<file path="src/rtl/pc_fetch_pkg.sv">
// rtl/pc_fetch_pkg.sv - shared types and constants for the fetch stage
package pc_fetch_pkg;

  typedef enum logic [1:0] {
    kIdle = 2'd0,
    kRun  = 2'd1,
    kHalt = 2'd2
  } state_t;

  localparam logic [1:0] SEL_NONE = 2'b00;
  localparam logic [1:0] SEL_TGT1 = 2'b01;
  localparam logic [1:0] SEL_TGT2 = 2'b10;
  localparam logic [1:0] SEL_TGT3 = 2'b11;

  localparam int PC_WIDTH_DFLT = 10;

endpackage

</file>
<file path="src/rtl/pc_target_regs.sv">
// rtl/pc_target_regs.sv - three writable jump targets plus a hardwired entry 0
module pc_target_regs
  import pc_fetch_pkg::*;
#(
  parameter int          PC_WIDTH   = PC_WIDTH_DFLT,
  parameter int unsigned START_ADDR = 0
) (
  input  logic                Clk,
  input  logic                Reset,
  input  logic                i_wr_en,
  input  logic [1:0]          i_wr_sel,
  input  logic [PC_WIDTH-1:0] i_wr_data,
  input  logic [1:0]          i_rd_sel,
  output logic [PC_WIDTH-1:0] o_rd_data
);

  localparam logic [PC_WIDTH-1:0] START_PC = START_ADDR[PC_WIDTH-1:0];

  logic [PC_WIDTH-1:0] r_tgt1;
  logic [PC_WIDTH-1:0] r_tgt2;
  logic [PC_WIDTH-1:0] r_tgt3;

  always_ff @(posedge Clk or negedge Reset) begin
    if (!Reset) begin
      r_tgt1 <= START_PC;
      r_tgt2 <= START_PC;
      r_tgt3 <= START_PC;
    end else if (i_wr_en) begin
      case (i_wr_sel)
        SEL_TGT1: r_tgt1 <= i_wr_data;
        SEL_TGT2: r_tgt2 <= i_wr_data;
        SEL_TGT3: r_tgt3 <= i_wr_data;
        default:  ;
      endcase
    end
  end

  // Entry 0 is the program entry point, so an unselected jump restarts the program.
  always_comb begin
    o_rd_data = START_PC;
    case (i_rd_sel)
      SEL_TGT1: o_rd_data = r_tgt1;
      SEL_TGT2: o_rd_data = r_tgt2;
      SEL_TGT3: o_rd_data = r_tgt3;
      default:  o_rd_data = START_PC;
    endcase
  end

endmodule

</file>
<file path="src/rtl/pc_fetch.sv">
// rtl/pc_fetch.sv - program counter, jump resolution and start/halt sequencing
module pc_fetch
  import pc_fetch_pkg::*;
#(
  parameter int          PC_WIDTH   = PC_WIDTH_DFLT,
  parameter int unsigned START_ADDR = 0,
  parameter int          CNT_WIDTH  = 16
) (
  input  logic                 Clk,
  input  logic                 Reset,
  input  logic                 Start,
  input  logic                 Ack,
  input  logic                 JumpEqual,
  input  logic                 JumpNotEqual,
  input  logic                 OffsetEn,
  input  logic [1:0]           PCRegSelect,
  input  logic [7:0]           ImmOut,
  input  logic                 ZeroFlag,
  output logic [PC_WIDTH-1:0]  InstAddr,
  output logic                 Running,
  output logic                 Done,
  output logic [CNT_WIDTH-1:0] InstCount
);

  localparam logic [PC_WIDTH-1:0]  START_PC = START_ADDR[PC_WIDTH-1:0];
  localparam logic [PC_WIDTH-1:0]  PC_ONE   = PC_WIDTH'(1);
  localparam logic [CNT_WIDTH-1:0] CNT_ONE  = CNT_WIDTH'(1);
  localparam logic [CNT_WIDTH-1:0] CNT_MAX  = '1;

  state_t               r_state;
  state_t               w_state_next;
  logic [PC_WIDTH-1:0]  r_pc;
  logic [PC_WIDTH-1:0]  w_pc_next;
  logic [CNT_WIDTH-1:0] r_cnt;
  logic [CNT_WIDTH-1:0] w_cnt_next;

  logic                w_taken;
  logic                w_tgt_wr;
  logic [PC_WIDTH-1:0] w_tgt_wdata;
  logic [PC_WIDTH-1:0] w_tgt_rdata;

  assign w_taken     = (JumpEqual & ZeroFlag) | (JumpNotEqual & ~ZeroFlag);
  assign w_tgt_wr    = (r_state == kRun) & ~Ack & ~JumpEqual & ~JumpNotEqual
                     & (PCRegSelect != SEL_NONE);
  assign w_tgt_wdata = OffsetEn ? (r_pc + PC_WIDTH'(ImmOut)) : r_pc;

  pc_target_regs #(
    .PC_WIDTH   (PC_WIDTH),
    .START_ADDR (START_ADDR)
  ) u_tgt (
    .Clk       (Clk),
    .Reset     (Reset),
    .i_wr_en   (w_tgt_wr),
    .i_wr_sel  (PCRegSelect),
    .i_wr_data (w_tgt_wdata),
    .i_rd_sel  (PCRegSelect),
    .o_rd_data (w_tgt_rdata)
  );

  always_ff @(posedge Clk or negedge Reset) begin
    if (!Reset) begin
      r_state <= kIdle;
      r_pc    <= START_PC;
      r_cnt   <= '0;
    end else begin
      r_state <= w_state_next;
      r_pc    <= w_pc_next;
      r_cnt   <= w_cnt_next;
    end
  end

  // Ack wins over any jump in the same cycle: the halting instruction does not retire.
  always_comb begin
    w_state_next = r_state;
    w_pc_next    = r_pc;
    w_cnt_next   = r_cnt;
    case (r_state)
      kIdle, kHalt: begin
        if (Start) begin
          w_state_next = kRun;
          w_pc_next    = START_PC;
          w_cnt_next   = '0;
        end
      end
      kRun: begin
        if (Ack) begin
          w_state_next = kHalt;
        end else begin
          w_pc_next = w_taken ? w_tgt_rdata : (r_pc + PC_ONE);
          if (r_cnt != CNT_MAX) begin
            w_cnt_next = r_cnt + CNT_ONE;
          end
        end
      end
      default: begin
        w_state_next = kIdle;
      end
    endcase
  end

  assign InstAddr  = r_pc;
  assign Running   = (r_state == kRun);
  assign Done      = (r_state == kHalt);
  assign InstCount = r_cnt;

endmodule

</file>
<file path="config.mk">
export PLATFORM = sky130hd
export DESIGN_NAME = pc_fetch
export DESIGN_NICKNAME = d
export VERILOG_FILES = /design/src/rtl/pc_fetch_pkg.sv /design/src/rtl/pc_target_regs.sv /design/src/rtl/pc_fetch.sv
export SDC_FILE = /design/constraint.sdc
export NUM_CORES = 1
export LEC_CHECK = 0
export ABC_AREA = 0
export ABC_CLOCK_PERIOD_IN_PS = 6300
export CAP_MARGIN = 20
export CORE_MARGIN = 2
export CORE_UTILIZATION = 59
export DETAILED_ROUTE_END_ITERATION = 10
export GPL_TIMING_DRIVEN = 0
export HOLD_SLACK_MARGIN = 0.12
export PLACE_DENSITY_LB_ADDON = 0.15
export SLEW_MARGIN = 10
export SYNTH_ARGS = -nofsm -noshare
export SYNTH_HDL_FRONTEND = slang
export SYNTH_SLANG_ARGS = --single-unit
</file>
<file path="constraint.sdc">
create_clock -name Clk -period 6.3 [get_ports Clk]
set_input_delay 1.575 -clock Clk [delete_from_list [all_inputs] [get_ports Clk]]
set_output_delay 1.575 -clock Clk [all_outputs]
set_load 0.05 [all_outputs]
</file>
Word-level counts from Yosys, hierarchy flattened:

Index checks and enable logic that the tools add are counted.

* word-level logic and storage cells: 53
* bits in registers: 58
* input port bits: 18

* bitwise gates (word level): 11
* multiplexer cells: 13
* equality and inequality tests: 10
* reductions and logical operators: 10
* $add $sub $neg: 3

Operators by type and width (number)
* $mux W16: 3
* $mux W10: 4
* $pmux W16 S2: 1
* $pmux W10 S3: 1
* $pmux W10 S2: 1
* $add A16 B1 Y16 const B: 1
* $ne A16 B16 Y1 const B: 1
* $add A10 B1 Y10 const B: 1
* $add A10 B8 Y10: 1
* $reduce_and A2 Y1: 4
* $and A1 B1 Y1: 6
* $eq A2 B2 Y1 const B: 3
* $ne A2 B2 Y1 const B: 3
* $eq A2 B1 Y1 const B: 2
* $mux W2: 2
* $not A1 Y1: 4
* $pmux W2 S2: 1
* $reduce_and A4 Y1: 1
* $reduce_bool A2 Y1: 2
* $reduce_and A3 Y1: 1
* $logic_not A2 Y1: 1
* $ne A2 B1 Y1 const B: 1
* $reduce_or A2 Y1: 1
* $or A1 B1 Y1: 1

Logic depth before layout (Yosys ltp):

Gate-level depths: netlist of run 1.

* depth in word-level cells: 6
* depth in mapped cells: 7
* depth with buffers taken out: 7

Cells and area by module:

Synthesis of run 1 repeated with hierarchy kept, for this count alone.

* cells, all modules: 357
* area total of the unflattened synthesis: 3629.7 um2

Modules (own cells, without submodules)
* pc_fetch: area each 2263.4 um2, cells an instance 268, instances 1
* pc_target_regs: area each 1366.3 um2, cells an instance 89, instances 1

Worst setup path before layout of run 1:

Ideal clock, no wire load.

* path kind: input-to-reg
* start: input port ImmOut[0]
* end: register u_tgt.r_tgt1[6]
* buffers on the path: 0
* required time: 6235 ps
* setup slack: 3028 ps
* arrival time: 3207 ps
* stages: 7
* library setup time: 65 ps
* cells stage by stage: ha_1 fa_1 a211oi_1 nor2_1 o311a_1 nor3_1 mux2_2

* cells in the longest elaborated chain, start to end: 2

Ends and longest elaborated chain
* start: declaration: line pc_fetch.sv:17 `input logic [7:0] ImmOut,`
* $add A10 B8 Y10: line pc_fetch.sv:45 `assign w_tgt_wdata = OffsetEn ? (r_pc + PC_WIDTH'(ImmOut)) : r_pc;`
* $mux W10: line pc_fetch.sv:45
* end signal: assignment: line pc_target_regs.sv:30 `SEL_TGT1: r_tgt1 <= i_wr_data;`
* end: declaration: line pc_target_regs.sv:19 `logic [PC_WIDTH-1:0] r_tgt1;`

Every way passes these cells.
A chain may end at the register's enable or synchronous reset.

Worst setup path after layout of run 1:

Same ends and word-level chain as after synthesis.

==> run metrics, run 1 <==
Clock Skew=roughly 0.0079 ns; commonest cells after routing, fill and taps aside=58 x dfrtp_1, 43 x nand2_1, 43 x clkdlybuf4s50_1; Starting Density=61.3%; worst-case vdd ir drop=between 0.2 and 0.25 mV; clk sink count=between 50 and 60; mapped cell area=3390 um^2; Reg clk slew, reported paths=0.07 ns; combinational share of power=around a quarter; final hold vios=0; first-pass GRT wire length=about 14000 um; largest net degree at the start of global routing=59; setup TNS=0 ns; clk root buf=clkbuf_8; CTS Hold Buffers Added=0; Switching Fraction=32.4%; internal power=747 uW; DRT Pass-1 Iters=5; WP data arrival=4.16 ns; worst slew pin tran=0.729 ns; min-delay worst type=flip-flop to flip-flop; Vias=3076; # fillers=411; clock latency on the worst-skew pair=0.35 ns; Util after Layout=74.5%; Setup Fix Bufs, Post-CTS=0; Synth area leader=dfrtp_1; PortBufs=44; crit-path max FO=3; Post-synth EDFFs=0; PwrDens=around 270 nW/um^2; FF+latch count, synth=58; relative max-transition margin=51.4%; period utilization=about three fifths; register area share after synthesis=42.8%; Global Route Usage Sum=29.8%; ranking of synthesized cells by area=dfrtp_1 43%, mux2_2 7.0%, nand2_1 4.8%; Final GP Congestion=0.848; Synth Flop Type=dfrtp_1; Synthesized Nets=382; Syn Inst Count=between 300 and 400; cts bufs inserted=9; final setup fails=0; Setup CP Type=input pin to flip-flop; Worst Setup End Kind=flip-flop; # IOs=46; antenna-violating nets left=0; fmax=258 MHz; TritonCTS clock tree=yes; Max Root-Sink Buffers=2; post-synthesis cell type count=61; final slew viol count=0; top cell type's share of synthesized area=42.8%; WP data required=6.58 ns; net switching power=358 uW; most common cell after layout, fill and taps aside=dfrtp_1; register share of total power=between 40% and 50%; status=completed; share of flip-flops with an asynchronous set or reset=100%; synth warn=0; share of layout cells above drive strength 1=11.2%; Vias per Instance=roughly 6.4; static leakage=1.83 nW; Synth Area per Inst=about 9.6 um^2; Residual DRC=0; total core area=5540 um^2; Die Ht=79.9 um; Die Footprint=6380 um^2; Final min period=3.88 ns; cts repair resizes=0; RSZ-0062 raised after global routing=false; Cell Rows=27; area delta synth->final=21.6%; initial antenna violation count=0; clock share of power=roughly 33%; Antenna Cells=0; H-tree levels=3; DIE WIDTH=79.9 um; post-DP HPWL=between 6000 and 7000 um; DRT iter0 DRCs=234; vias in the first global route=about 3000; max_cap viols=0; register area=1450 um^2; multi-input logic area=1870 um^2; drt wl/cell=17.8 um; grt ovf=0; final WL=8640 um; Final #Nets=437; startpoint class of the critical path=input pin
-- power groups by stage --
stage | combinational, mW | clock [mW] | sequential [mW]
after floorplan | 0.151 | 0 | 0.492
after global placement | 0.267 | 0 | 0.462
after detailed placement | 0.274 | 0 | 0.466
after CTS | 0.276 | 0.367 | 0.460
after global routing | 0.303 | 0.384 | 0.467
final | 0.277 | 0.367 | 0.461
-- flip-flops by register name (all words and copies together) (netlist names) --
name,cells
InstCount,16
u_tgt.r_tgt1,10
u_tgt.r_tgt2,10
r_state,2
u_tgt.r_tgt3,10
InstAddr,10
-- path summary, 6_finish.rpt --
kind	start	endpoint	slack, ns	cells after the start
worst max-delay path	ImmOut[0]	u_tgt.r_tgt1[6]$_DFFE_PN0P_	2.42	8
worst min-delay path	u_tgt.r_tgt2[0]$_DFFE_PN0P_	u_tgt.r_tgt2[0]$_DFFE_PN0P_	0.49	2
worst max register to register	InstAddr[0]$_DFFE_PN0P_	u_tgt.r_tgt1[6]$_DFFE_PN0P_	3.48	7
worst min register to register	u_tgt.r_tgt2[0]$_DFFE_PN0P_	u_tgt.r_tgt2[0]$_DFFE_PN0P_	0.49	2
max in group asynchronous	Reset	InstAddr[8]$_DFFE_PN0P_	4.52	1
min in group asynchronous	Reset	u_tgt.r_tgt3[9]$_DFFE_PN0P_	1.28	1
-- final cells by class --
| cell class | count | share of cell area (%) |
|---|---|---|
| buffer | 12 | 1.33 |
| clock buffer | 9 | 3.00 |
| clock inverter | 6 | 2.00 |
| inverter | 4 | 0.364 |
| multi-input combinational | 279 | 45.4 |
| sequential | 58 | 35.2 |
| tap | 72 | 2.18 |
| timing repair buffer | 44 | 10.6 |
-- cells by family after synthesis --
kind of cell / Yosys count / synth area share [%]
AOI/OAI and AO/OA: 94 / 17.7
xor gates and xnor gates: 13 / 3.35
adders and majority gates: 11 / 4.28
buffers and inverters: 16 / 2.06
DFF: 58 / 42.8
muxes: 34 / 10.8
and+or+nand+nor: 127 / 19.0
-- stage by stage --
step                      power [mW]  worst slack [ns]  hold WS, ns  cell area [um^2]  instances
after global placement         0.730              1.87        0.458              3930        469
after global routing            1.15              2.38        0.518              4130        484
after detailed placement       0.740              2.13        0.472              3920        469
after floorplan                0.643              3.03        0.444              3390        353
final                           1.11              2.42        0.485              4130        484
after CTS                       1.10              2.47        0.487              4130        484
-- cells in the mapped netlist, drive strengths merged (2+ instances only) --
master,number
o21a,2
o211ai,2
xnor2,8
mux2,22
dfrtp,58
nand2,43
mux2i,12
ha,10
o21ai,40
a22o,6
nor3,5
nand4b,2
a221oi,2
a31oi,4
nor2,32
nand4,9
a21boi,2
inv,3
nand3b,2
a211oi,2
nand3,5
nor3b,3
clkbuf,9
or4,2
and2b,2
xor2,5
buf,3
a22oi,6
nor2b,4
nand2b,3
o22ai,2
nor4,4
and2,3
a21oi,15
and3,3
-- layer usage --
| metal | GRT usage [%] | part of all wire, % | vias to the layer above |
|---|---|---|---|
| li1 | - | - | 1417 |
| met1 | 41.0 | 44 | 1485 |
| met2 | 45.1 | 46 | 150 |
| met3 | 8.71 | 7.6 | 24 |
| met4 | 10.7 | 2.3 | 0 |
| met5 | 0 | 0 | - |
-- worst max-delay path, cell delays in order --
cell and delay [ns]:
clkdlybuf4s50_1 0.40, ha_1 0.25, fa_1 0.45, a211oi_1 0.29
nor2_1 0.13, o311a_1 0.30, nor3_1 0.47, mux2_2 0.27
(Power assumes the default switching activity.)
==> run 2: changes to the inputs <==
--- a/config.mk
+++ b/config.mk
@@ -6,10 +6,10 @@
 export NUM_CORES = 1
 export LEC_CHECK = 0
 export ABC_AREA = 0
-export ABC_CLOCK_PERIOD_IN_PS = 6300
+export ABC_CLOCK_PERIOD_IN_PS = 3800
 export CAP_MARGIN = 20
 export CORE_MARGIN = 2
-export CORE_UTILIZATION = 59
+export CORE_UTILIZATION = 55
 export DETAILED_ROUTE_END_ITERATION = 10
 export GPL_TIMING_DRIVEN = 0
 export HOLD_SLACK_MARGIN = 0.12
==> constraint.sdc (replaced) <==
create_clock -name Clk -period 3.8 [get_ports Clk]
set_input_delay 0.95 -clock Clk [delete_from_list [all_inputs] [get_ports Clk]]
set_output_delay 0.95 -clock Clk [all_outputs]
set_load 0.05 [all_outputs]
==> run 2 against run 1 <==
  * Final area shrank 0.94%
  * Non-clock buffer count unchanged
  * Clock skew down 0.0012 ns
  * Register-to-register slack got worse by 2.4 ns
  * Critical endpoint is now u_tgt.r_tgt3[6]$_DFFE_PN0P_
==> run metrics, run 2 (synthesis results as in run 1) <==
DP Area=3930 um^2; Global Route Usage Sum=a little over a quarter; crit-path max FO=3; Starting Density=a little under three fifths; Vias per Instance=about 6; WP data arrival=3.52 ns; Worst Setup End Kind=flip-flop; DIE WIDTH=82.6 um; Final GP Congestion=0.875; reg2reg start=InstAddr[0]$_DFFE_PN0P_; Die Footprint=6820 um^2; worst slew pin tran=0.743 ns; Setup Fix Bufs, Post-CTS=0; TritonCTS clock tree=yes; max_cap viols=0; Setup CP Type=input pin to flip-flop; DRT iter0 DRCs=247; cts repair resizes=0; grt ovf=0; Final #Nets=437; first-pass GRT wire length=between 10000 and 15000 um; DRT Pass-1 Iters=5; startpoint class of the critical path=input pin; most common cell after layout, fill and taps aside=dfrtp_1; Residual DRC=0; CTS Hold Buffers Added=0; Final min period=3.25 ns; clk root buf=clkbuf_8; vias in the first global route=between 2000 and 3000; period utilization=a little under nine tenths; Cell Rows=28; Hold Startpoint=u_tgt.r_tgt3[2]$_DFFE_PN0P_; Post-Layout Cell Count=488; largest net degree at the start of global routing=59; final hold vios=0; post-DP HPWL=between 5000 and 6000 um; commonest cells after routing, fill and taps aside=58 x dfrtp_1, 43 x nand2_1, 43 x clkdlybuf4s50_1; hold slack=0.483 ns; Vias=2969; Clock Skew=~0.0067 ns; Antenna Cells=0; clk sink count=58; drt wl/cell=17.1 um; crit path from=ImmOut[0]; share of layout cells above drive strength 1=10.7%; WP data required=4.07 ns; cts bufs inserted=9; fmax=308 MHz; clock latency on the worst-skew pair=0.33 ns; initial antenna violation count=0; PortBufs=44; antenna-violating nets left=0; RSZ-0062 raised after global routing=false; Final Cell Area=4090 um^2; final slew viol count=0; final setup fails=0; Overall Power=1.70 mW; PwrDens=417 nW/um^2; # IOs=46; min-delay worst type=flip-flop to flip-flop; Util after Layout=68.7%; Die Ht=82.6 um; area delta synth->final=20.5%; H-tree levels=3; max FFs per register=16; Max Root-Sink Buffers=2; Reg clk slew, reported paths=around 0.06 ns; relative max-transition margin=50.4%; final WL=8330 um; worst-case vdd ir drop=0.350 mV; # fillers=495; static leakage=~1.8 nW; total core area=5960 um^2; status=completed; DP Cell Count=472
-- run 2: worst max-delay path, stage by stage --
cell and delay (ns):
clkdlybuf4s50_1 0.41, ha_1 0.25, fa_1 0.44, a211oi_1 0.26, nor2_1 0.11, o311a_1 0.30
nor3_1 0.52, mux2_2 0.28
-- run 2: metal layers --
metal	GRT usage [%]	vias to the layer above	share of wire (%)
met2	37.2	116	44
met4	9.02	0	1.1
met1	39.7	1427	48
met3	5.76	9	6.7
met5	0	-	0
li1	-	1417	-
-- run 2: worst paths after layout --
check / cells after the start / slack, ns / end
setup / recovery: 8 / 0.55 / u_tgt.r_tgt3[6]$_DFFE_PN0P_
hold / removal: 2 / 0.48 / u_tgt.r_tgt3[2]$_DFFE_PN0P_
setup reg to reg: 7 / 1.05 / u_tgt.r_tgt3[6]$_DFFE_PN0P_
hold reg to reg: 2 / 0.48 / u_tgt.r_tgt3[2]$_DFFE_PN0P_
max in group asynchronous: 1 / 2.63 / InstAddr[8]$_DFFE_PN0P_
min in group asynchronous: 1 / 0.68 / u_tgt.r_tgt3[9]$_DFFE_PN0P_
-- run 2: stage by stage --
step | worst slack [ns] | TNS [ns]
finish | 0.553 | 0
global route | 0.459 | 0
CTS | 0.612 | 0
detailed placement | 0.278 | 0
global placement | -0.0666 | -3.73
floorplan | 1.15 | 0
-- run 2: layout make-up --
cell class | count | area (um^2) | area share [%]
multi-input cells | 279 | 1870 | 45.8
inverters | 4 | 15.0 | 0.367
well taps | 75 | 93.8 | 2.29
clock inverters | 3 | 15.0 | 0.367
clock buffers | 13 | 149 | 3.64
repair buffers | 44 | 438 | 10.7
flip-flops and latches | 58 | 1450 | 35.5
plain buffers | 12 | 55.1 | 1.35
-- run 2: power breakdown --
group	total (mW)	internal, mW	switching [mW]
clock	0.485	0.252	0.233
sequential	0.762	0.694	0.0685
combinational	0.458	0.185	0.273
total	1.70	1.13	0.575
==> run 3: changes to the inputs <==
--- a/config.mk
+++ b/config.mk
@@ -13,7 +13,9 @@
 export DETAILED_ROUTE_END_ITERATION = 10
 export GPL_TIMING_DRIVEN = 0
 export HOLD_SLACK_MARGIN = 0.12
+export MAX_ROUTING_LAYER = met4
 export PLACE_DENSITY_LB_ADDON = 0.15
+export RECOVER_POWER = 25
 export SLEW_MARGIN = 10
 export SYNTH_ARGS = -nofsm -noshare
 export SYNTH_HDL_FRONTEND = slang
==> constraint.sdc (replaced) <==
create_clock -name Clk -period 3.8 [get_ports Clk]
set_input_delay 0.76 -clock Clk [delete_from_list [all_inputs] [get_ports Clk]]
set_output_delay 0.76 -clock Clk [all_outputs]
set_load 0.05 [all_outputs]
==> run 3 against run 2 <==
  * First-iteration DRC count down 15%
  * Clock skew grew 0.00082 ns
  * Count of clock-buffer cells in the layout unchanged
  * Hold slack better by 0.0018 ns
  * Via count decreased by 0.17%
  * Worst setup slack better by 0.19 ns
  * Total power increased by 0.20%
  * Final area is essentially flat
  * Combinational power about the same
  * Sequential cell count is the same
  * Global-route usage is 0.75 points higher
  * Critical path type unchanged
  * Largest cell class unchanged
  * Largest power group unchanged
  * Highest routed layer unchanged
==> run metrics, run 3 (synthesis results as in run 1) <==
largest net degree at the start of global routing=59; crit-path max FO=3; R2R depth=7; Final min period=3.05 ns; setup TNS=0 ns; Final #Nets=about 440; Setup Fix Bufs, Post-CTS=0; area delta synth->final=20.4%; Top delay family on crit path=adder cells; most common cell after layout, fill and taps aside=dfrtp_1; clock latency on the worst-skew pair=0.34 ns; commonest cells after routing, fill and taps aside=58 x dfrtp_1, 43 x nand2_1, 43 x clkdlybuf4s50_1; DRT Pass-1 Iters=5; Setup CP Type=input pin to flip-flop; Vias per Instance=6.07; PwrDens=418 nW/um^2; max_cap viols=0; final WL=8410 um; DIE WIDTH=between 80 and 90 um; Die Ht=82.6 um; CP max stage delay=0.51 ns; static leakage=between 1.5 and 2 nW; reg2reg start=InstAddr[0]$_DFFE_PN0P_; worst slew pin tran=between 1 and 1.5 ns; cts repair resizes=0; fmax=327 MHz; Vias=2964; Starting Density=~57%; status=completed; WP data required=4.07 ns; final slew viol count=0; buffers and inverters on the worst path=1; PortBufs=44; WP data arrival=3.32 ns; final setup fails=0; post-DP HPWL=5970 um; # IOs=46; worst-case vdd ir drop=0.350 mV; clk sink count=58; Reg-to-Reg End=u_tgt.r_tgt3[6]$_DFFE_PN0P_; Cell Rows=28; drt wl/cell=17.2 um; clk root buf=clkbuf_8; crit-path cells=clkdlybuf4s50_1, ha_1, fa_1, a211oi_1, nor2_1, o311a_1, nor3_1, mux2_2; cts bufs inserted=9; Overall Power=1.71 mW; Reg clk slew, reported paths=0.06 ns; RSZ-0062 raised after global routing=false; startpoint class of the critical path=input pin; relative max-transition margin=2.42%; Global Route Usage Sum=between 20% and 30%; vias in the first global route=approximately 2700; total core area=5960 um^2; crit path from=ImmOut[0]; Worst Setup End Kind=flip-flop; share of layout cells above drive strength 1=10.7%; Die Footprint=6820 um^2; Final GP Congestion=between 0.8 and 0.9; Final Cell Area=4090 um^2; CTS Hold Buffers Added=0; H-tree levels=3; antenna-violating nets left=0; cell count along the critical path=8; Antenna Cells=0; Clock Skew=0.00756 ns; # fillers=494; first-pass GRT wire length=~13000 um; CP endpoint=u_tgt.r_tgt3[6]$_DFFE_PN0P_; initial antenna violation count=0; DP Area=3930 um^2; max FFs per register=16; grt ovf=0; period utilization=between 80 and 90%; setup slack, reg-to-reg=1.05 ns; min-delay worst type=flip-flop to flip-flop; Residual DRC=0; DRT iter0 DRCs=211; TritonCTS clock tree=yes; final hold vios=0; Critical-path top delay cell=nor3_1; Max Root-Sink Buffers=2
run 3: worst min-delay path: stages, from the launching register on:
cell and delay [ns]:
dfrtp_1 0.34, nand2_1 0.05, o21ai_0 0.06
run 3: final cells by class:
class / count / area [um^2] / share of cell area, %
plain buffers: 12 / 55.1 / 1.35
clock buffers: 13 / 149 / 3.64
clock inverters: 3 / 15.0 / 0.367
inverters: 4 / 15.0 / 0.367
multi-input cells: 279 / 1870 / 45.8
flip-flops and latches: 58 / 1450 / 35.5
well taps: 75 / 93.8 / 2.30
repair buffers: 44 / 435 / 10.7
run 3: how the worst min path moves through the flow:
stage,from,end,slack [ns],depth (start not counted)
finish,u_tgt.r_tgt3[2]$_DFFE_PN0P_,u_tgt.r_tgt3[2]$_DFFE_PN0P_,0.48,2
floorplan,u_tgt.r_tgt3[0]$_DFFE_PN0P_,u_tgt.r_tgt3[0]$_DFFE_PN0P_,0.44,2
global placement,u_tgt.r_tgt3[4]$_DFFE_PN0P_,u_tgt.r_tgt3[4]$_DFFE_PN0P_,0.46,2
CTS,u_tgt.r_tgt2[1]$_DFFE_PN0P_,u_tgt.r_tgt2[1]$_DFFE_PN0P_,0.49,2
global route,u_tgt.r_tgt2[1]$_DFFE_PN0P_,u_tgt.r_tgt2[1]$_DFFE_PN0P_,0.50,2
detailed placement,u_tgt.r_tgt3[2]$_DFFE_PN0P_,u_tgt.r_tgt3[2]$_DFFE_PN0P_,0.47,2
run 3: per-layer routing:
metal  up-vias  part of all wire, %  track usage, %
met5         -                    0               -
met4         0                  1.2            9.02
met3         9                  6.2            5.76
met2       109                   45            37.3
met1      1428                   48            39.7
li1       1418                    -               -
run 3: per-stage QoR:
stage               hold slack [ns]  std cells  setup slack, ns  utilization [%]
finish                        0.484        488            0.746             68.6
global route                  0.497        488            0.649             68.6
CTS                           0.485        488            0.802             68.7
detailed placement            0.469        472            0.468             65.9
global placement              0.459        472            0.123             66.0
floorplan                     0.444        353             1.34                -
run 3: report_power, final:
| part | switching [mW] | internal (mW) |
|---|---|---|
| clock | 0.235 | 0.252 |
| sequential | 0.0691 | 0.694 |
| combinational | 0.274 | 0.184 |
